<file path="src/rtl/raster_scroller_mc.sv">
// Multi-channel tilemap raster scroll unit: per-layer shadow/active scroll registers,
// optional per-line scroll table, and a registered DW+1-bit scroll add per channel.
module raster_scroller_mc #(
  parameter int          NCH     = 2,
  parameter int          DW      = 9,
  parameter int          LINES   = 256,
  parameter int unsigned INITVAL = 0,
  localparam int         LAW     = $clog2(LINES),
  localparam int         CW      = (NCH > 1) ? $clog2(NCH) : 1,
  localparam int         AW      = (NCH > 1) ? $clog2(NCH) + 2 : 2
) (
  input  logic                i_EMU_MCLK,
  input  logic                i_EMU_RST,
  input  logic                i_EMU_CLK6MPCEN_n,
  input  logic                i_REGEN_n,
  input  logic [AW-1:0]       i_REGADDR,
  input  logic [7:0]          i_REGDIN,
  input  logic                i_VBLANK,
  input  logic                i_HBLANK,
  input  logic [7:0]          i_VCNTR,
  input  logic [DW-1:0]       i_CNTR,
  output logic [NCH*DW-1:0]   o_SUM,
  output logic [NCH-1:0]      o_CARRY
);

  localparam logic [DW-1:0] INIT = DW'(INITVAL);

  logic          cen;
  logic [1:0]    sub;
  logic [CW-1:0] ch_sel;
  logic          ch_ok;
  logic          vb_prev, hb_prev;
  logic          vb_rise, hb_rise;
  logic          unused_vcntr;

  assign cen     = ~i_EMU_CLK6MPCEN_n;
  assign sub     = i_REGADDR[1:0];
  assign vb_rise = i_VBLANK & ~vb_prev;
  assign hb_rise = i_HBLANK & ~hb_prev;
  assign unused_vcntr = &{1'b0, i_VCNTR};

  generate
    if (NCH > 1) begin : g_multi
      assign ch_sel = i_REGADDR[AW-1:2];
      assign ch_ok  = (int'(ch_sel) < NCH);
    end else begin : g_single
      assign ch_sel = '0;
      assign ch_ok  = 1'b1;
    end
  endgenerate

  // NOTE: every clocked assignment uses <= so all registers sample pre-edge values;
  // that is what gives read-before-write and pre-write-shadow commits for free.
  always_ff @(posedge i_EMU_MCLK) begin
    if (i_EMU_RST) begin
      vb_prev <= 1'b0;
      hb_prev <= 1'b0;
    end else if (cen) begin
      vb_prev <= i_VBLANK;
      hb_prev <= i_HBLANK;
    end
  end

  for (genvar c = 0; c < NCH; c++) begin : g_ch
    logic            wr;
    logic [DW-1:0]   shadow_q, active_q, line_q, eff;
    logic            lsen_sh_q, lsen_q, tog_q;
    logic [LAW-1:0]  ptr_q;
    logic [7:0]      lo_q;
    logic [DW:0]     sum_q;
    logic [DW-1:0]   mem [LINES];

    assign wr  = ~i_REGEN_n & ch_ok & (ch_sel == CW'(c));
    assign eff = lsen_q ? line_q : active_q;

    always_ff @(posedge i_EMU_MCLK) begin
      if (i_EMU_RST) begin
        shadow_q  <= INIT;
        active_q  <= INIT;
        lsen_sh_q <= 1'b0;
        lsen_q    <= 1'b0;
        line_q    <= '0;
        ptr_q     <= '0;
        tog_q     <= 1'b0;
        lo_q      <= '0;
        sum_q     <= '0;
      end else if (cen) begin
        if (wr) begin
          case (sub)
            2'd0: shadow_q[7:0]    <= i_REGDIN;
            2'd1: shadow_q[DW-1:8] <= i_REGDIN[DW-9:0];
            2'd2: begin
              lsen_sh_q <= i_REGDIN[0];
              if (i_REGDIN[1]) begin
                ptr_q <= '0;
                tog_q <= 1'b0;
              end
            end
            default: begin
              if (!tog_q) begin
                lo_q  <= i_REGDIN;
                tog_q <= 1'b1;
              end else begin
                ptr_q <= ptr_q + 1'b1;
                tog_q <= 1'b0;
              end
            end
          endcase
        end

        // Immediate commit takes the freshly written LSEN bit; the scroll value is pre-write.
        if (wr && sub == 2'd2 && i_REGDIN[2]) begin
          active_q <= shadow_q;
          lsen_q   <= i_REGDIN[0];
        end else if (vb_rise) begin
          active_q <= shadow_q;
          lsen_q   <= lsen_sh_q;
        end

        if (hb_rise) line_q <= mem[i_VCNTR[LAW-1:0]];

        sum_q <= {1'b0, eff} + {1'b0, i_CNTR};
      end
    end

    // NOTE: the line table has no reset branch so it maps onto plain RAM.
    always_ff @(posedge i_EMU_MCLK) begin
      if (!i_EMU_RST && cen && wr && sub == 2'd3 && tog_q)
        mem[ptr_q] <= DW'({i_REGDIN, lo_q});
    end

    assign o_SUM[c*DW +: DW] = sum_q[DW-1:0];
    assign o_CARRY[c]        = sum_q[DW];
  end

endmodule

</file>
<file path="config.mk">
export PLATFORM = sky130hd
export DESIGN_NAME = raster_scroller_mc
export DESIGN_NICKNAME = d
export VERILOG_FILES = /design/src/rtl/raster_scroller_mc.sv
export SDC_FILE = /design/constraint.sdc
export NUM_CORES = 2
export LEC_CHECK = 0
export ABC_AREA = 0
export CORE_ASPECT_RATIO = 0.6
export CORE_MARGIN = 3
export CORE_UTILIZATION = 45
export DETAILED_ROUTE_END_ITERATION = 8
export SLEW_MARGIN = 30
export SYNTH_ARGS = -nofsm -noshare
export SYNTH_HDL_FRONTEND = slang
export SYNTH_MEMORY_MAX_BITS = 65536
export SYNTH_SLANG_ARGS = --single-unit
</file>
<file path="constraint.sdc">
create_clock -name i_EMU_MCLK -period 5.9 [get_ports i_EMU_MCLK]
set_input_delay 1.18 -clock i_EMU_MCLK [delete_from_list [all_inputs] [get_ports i_EMU_MCLK]]
set_output_delay 1.18 -clock i_EMU_MCLK [all_outputs]
set_load 0.05 [all_outputs]
</file>
==> impl_table.tex <==
\begin{tabular}{lr}
\hline
Metric & Value \\
\hline
\multicolumn{2}{l}{\textbf{GRT}} \\
Vias in the first global route & roughly 89000 \\
Number of antenna violations at the first check in global routing & between 40 and 50 \\
Global Route Usage Sum & between 20\% and 30\% \\
GR Overflow Total & 0 \\
First-pass GRT wire length & a little over 700000 um \\
Largest net degree at the start of global routing & 182 \\
\multicolumn{2}{l}{\textbf{Detailed routing}} \\
Antenna-violating nets left & 0 \\
Met2 WL & roughly 200000 um \\
Top layer used by detailed routing & met5 \\
Per-cell via count in the routed design & about 6.3 \\
Drt pass-1 iters & 6 \\
Sum of routed wire length over all layers & 511900 um \\
Routed wire length on met3 & $\sim$76000 um \\
Average routed wire per standard cell & roughly 35 um \\
Via count & between 90000 and 100k \\
Met1 WL & between 200000 and 250000 um \\
Starting DRC count in detailed routing & around 15000 \\
DRC viols & 0 \\
\multicolumn{2}{l}{\textbf{Timing}} \\
Clock Skews & a little over 0.08 ns \\
RSZ-0062 raised after global routing & no \\
Worst max-slew margin expressed relative to the limit & between 10\% and 20\% \\
Total count of hold-check failures in the final report & 0 \\
Transition time at the pin with the least slew margin & between 1 and 1.5 ns \\
Final number of max-transition violations & 0 \\
Final period utilization & 75.29\% \\
Maximum clock rate & between 200 and 250 MHz \\
Final-report setup violation count & 0 \\
Crit path time final & between 4 and 5 ns \\
\multicolumn{2}{l}{\textbf{Clock network}} \\
Clock tree from TritonCTS & yes \\
Root Driver & clkbuf\_16 \\
Clock slew at reported path FFs & 0.06 ns \\
Setup Buffers After CTS & 0 \\
H-Tree Level Count & 5 \\
Total of hold buffers inserted after clock tree synthesis & 0 \\
Clock network latency to the later pin of the worst-skew pair & between 0.9 and 1 ns \\
Clock tree sinks & roughly 4700 \\
Number of clock buffers inserted by TritonCTS & 420 \\
Resized cells post-CTS & 0 \\
Deepest clock path buffer count & 4 \\
\multicolumn{2}{l}{\textbf{Pwr}} \\
Worst vdd rail ir drop & between 0.3 and 0.4 mV \\
Power density over the cells & roughly 330 nW/um\^{}2 \\
Leakage Power & 72.84 nW \\
\multicolumn{2}{l}{\textbf{Synth}} \\
Asr flop ratio synth & 0\% \\
Post-synthesis cell type with the largest combined area & edfxtp\_1 \\
Number of flops mapped to enable cells by yosys & around 4600 \\
Most numerous cell types in the synthesized netlist & edfxtp\_1 (4608), mux4\_2 (1081), nor2\_1 (684) \\
\#FFs+latches synth & between 4000 and 5000 \\
Warnings from Yosys & 0 \\
Count of different cell masters after synthesis & slightly above 60 \\
Mean instance size in the synthesized netlist & around 21 um\^{}2 \\
Cell area after synthesis & roughly 180000 um\^{}2 \\
Most used DFF post-synth & edfxtp\_1 \\
Biggest area contributors in the synthesized netlist & edfxtp\_1 (76\%), mux4\_2 (13\%), mux2i\_1 (2.5\%) \\
Dominant cell by count in the synthesized netlist & edfxtp\_1 \\
Post-synthesis cell count & around 8500 \\
Post-synthesis sequential area ratio & a little under 80\% \\
Post-synth top area share & 75.95\% \\
Nets in the synthesized netlist & 8579 \\
\multicolumn{2}{l}{\textbf{Floorplanning}} \\
\# rows & 180 \\
Die Width & roughly 830 um \\
Die outline height & around 500 um \\
DIE AREA & $\sim$410000 um\^{}2 \\
Starting utilization of the core area & between 40\% and 50\% \\
Placeable core area & just over 400000 um\^{}2 \\
Top-Level Pins & 54 \\
\multicolumn{2}{l}{\textbf{Critical path}} \\
CP arrival & between 5 and 6 ns \\
Worst Path Required & roughly 6.5 ns \\
Kind of launch point of the worst setup path & input port \\
Launching instance or port of the critical path & i\_REGADDR[0] \\
Setup CP Type & in2reg \\
Sort of element at the end of the critical path & flop \\
Worst flop-to-flop path startpoint & hb\_prev \\
Maximum fanout along the worst path & 16 \\
\multicolumn{2}{l}{\textbf{Place}} \\
Total placed cells including tap cells & 13936 \\
DP Area & between 150000 and 200000 um\^{}2 \\
Input/output buffers & 53 \\
Half-perimeter wire length after placement & around 330000 um \\
Final Wtd Congestion & between 0.9 and 1 \\
\multicolumn{2}{l}{\textbf{Finish}} \\
Final \#Nets & about 9000 \\
Fin area & between 200000 and 250000 um\^{}2 \\
Area Overhead vs Synth & 13.18\% \\
Area taken by flip-flops and latches & between 100000 and 150000 um\^{}2 \\
Number of standard cells in the final layout excluding fillers & 14734 \\
Area taken by multi-input logic gates & $\sim$40000 um\^{}2 \\
Number of fill cells & 31194 \\
Ratio of cells with drive above 1 in the final layout & about a quarter \\
\multicolumn{2}{l}{\textbf{Min path}} \\
Class of the most critical hold timing path & reg2reg \\
Launch point of the worst hold path & g\_ch[1].shadow\_q[6] \\
\multicolumn{2}{l}{\textbf{Flow run}} \\
Number of violations of the max-capacitance limit & 0 \\
\multicolumn{2}{l}{\textbf{Run status}} \\
Status & finished, final reports clean \\
\hline
\end{tabular}
==> per-layer routing <==
metal / track usage, % / up-vias
li1: - / 36626
met1: 39.22 / 49044
met2: 31.55 / 5842
met3: 9.479 / 648
met4: 4.870 / 4
met5: 0.4063 / -
==> area by class of cell <==
class,count,area share (%)
repair buffers,562,2.525
clock buffers,499,5.369
clock inverters,266,1.483
diodes,21,0.02549
inverters,11,0.02002
well taps,5369,3.258
multi-input cells,3284,19.08
flip-flops and latches,4722,68.24
==> critical path, stage by stage <==
cell             delay [ns]
clkdlybuf4s50_1        0.84
nand3_1                0.21
or3b_1                 0.65
nor3b_2                0.34
nand3_1                0.72
nor2_1                 1.08
==> worst paths after layout <==
path                    endpoint  slack, ns  depth (start not counted)
min          g_ch[1].shadow_q[6]       0.46                          2
max          g_ch[1].mem[210][6]       1.46                          6
max reg2reg    g_ch[0].line_q[8]       2.33                          5
min reg2reg  g_ch[1].shadow_q[6]       0.46                          2
==> cell families after synthesis <==
| family | Yosys count | synth area share, % |
|---|---|---|
| AO/OA/AOI/OAI | 567 | 2.135 |
| XOR/XNOR | 21 | 0.1010 |
| adder cells (fa/ha/maj) | 28 | 0.2005 |
| buffers and inverters | 511 | 1.479 |
| multiplexers | 1621 | 16.39 |
| flip-flops | 4722 | 77.21 |
| AND/OR/NAND/NOR | 1047 | 2.490 |
==> cell usage in the layout, fill, tap and decap left out, drive strengths merged, types with 15 or more instances in the layout <==
master         netlist  layout
a2111oi            103     103
a21oi               74      74
a221oi              17      17
buf                285     516
bufinv               0      65
clkbuf             215     499
clkdlybuf4s50        0      46
clkinv               1     168
clkinvlp             0      23
dfxtp              114     114
diode                0      21
edfxtp            4608    4608
ha                  26      26
inv                 10      21
mux2                87      87
mux2i              453     453
mux4              1081    1081
nand2              138     138
nand3               56      56
nand4               22      22
nand4b              19      19
nor2               684     684
nor2b               15      15
nor3                30      30
nor4                38      38
o211ai              21      21
o21ai               22      22
o221ai              35      35
o22ai              264     264
==> power breakdown <==
| part | total [W] | switching, W | internal (W) |
|---|---|---|---|
| Clock | 0.0286 | 0.0123 | 0.0163 |
| Sequential | 0.0365 | 0.0000746 | 0.0364 |
| Combinational | 0.00230 | 0.00148 | 0.000826 |
==> stage by stage <==
stage / utilization (%) / hold WS, ns / setup WS (ns) / TNS [ns] / total power [W]
after floorplan: - / 0.4360 / 1.648 / 0 / 0.03851
after global placement: 47.62 / 0.4420 / -1.134 / -3.004 / 0.03944
after detailed placement: 47.66 / 0.4496 / 0.5484 / 0 / 0.03946
after CTS: 51.18 / 0.4128 / 1.564 / 0 / 0.06770
after global routing: 51.28 / 0.4447 / 1.435 / 0 / 0.06917
final: 51.29 / 0.4590 / 1.458 / 0 / 0.06736
==> state kept, by name (all words and copies together) (netlist names) <==
name            cells
hb_prev             1
g_ch.ptr_q         16
g_ch.shadow_q      18
g_ch.line_q        18
g_ch.lsen_sh_q      2
g_ch.tog_q          2
vb_prev             1
g_ch.mem         4608
g_ch.lo_q          16
g_ch.active_q      18
g_ch.lsen_q         2
g_ch.sum_q         20
Note: power is estimated with default switching activity, not from simulation.
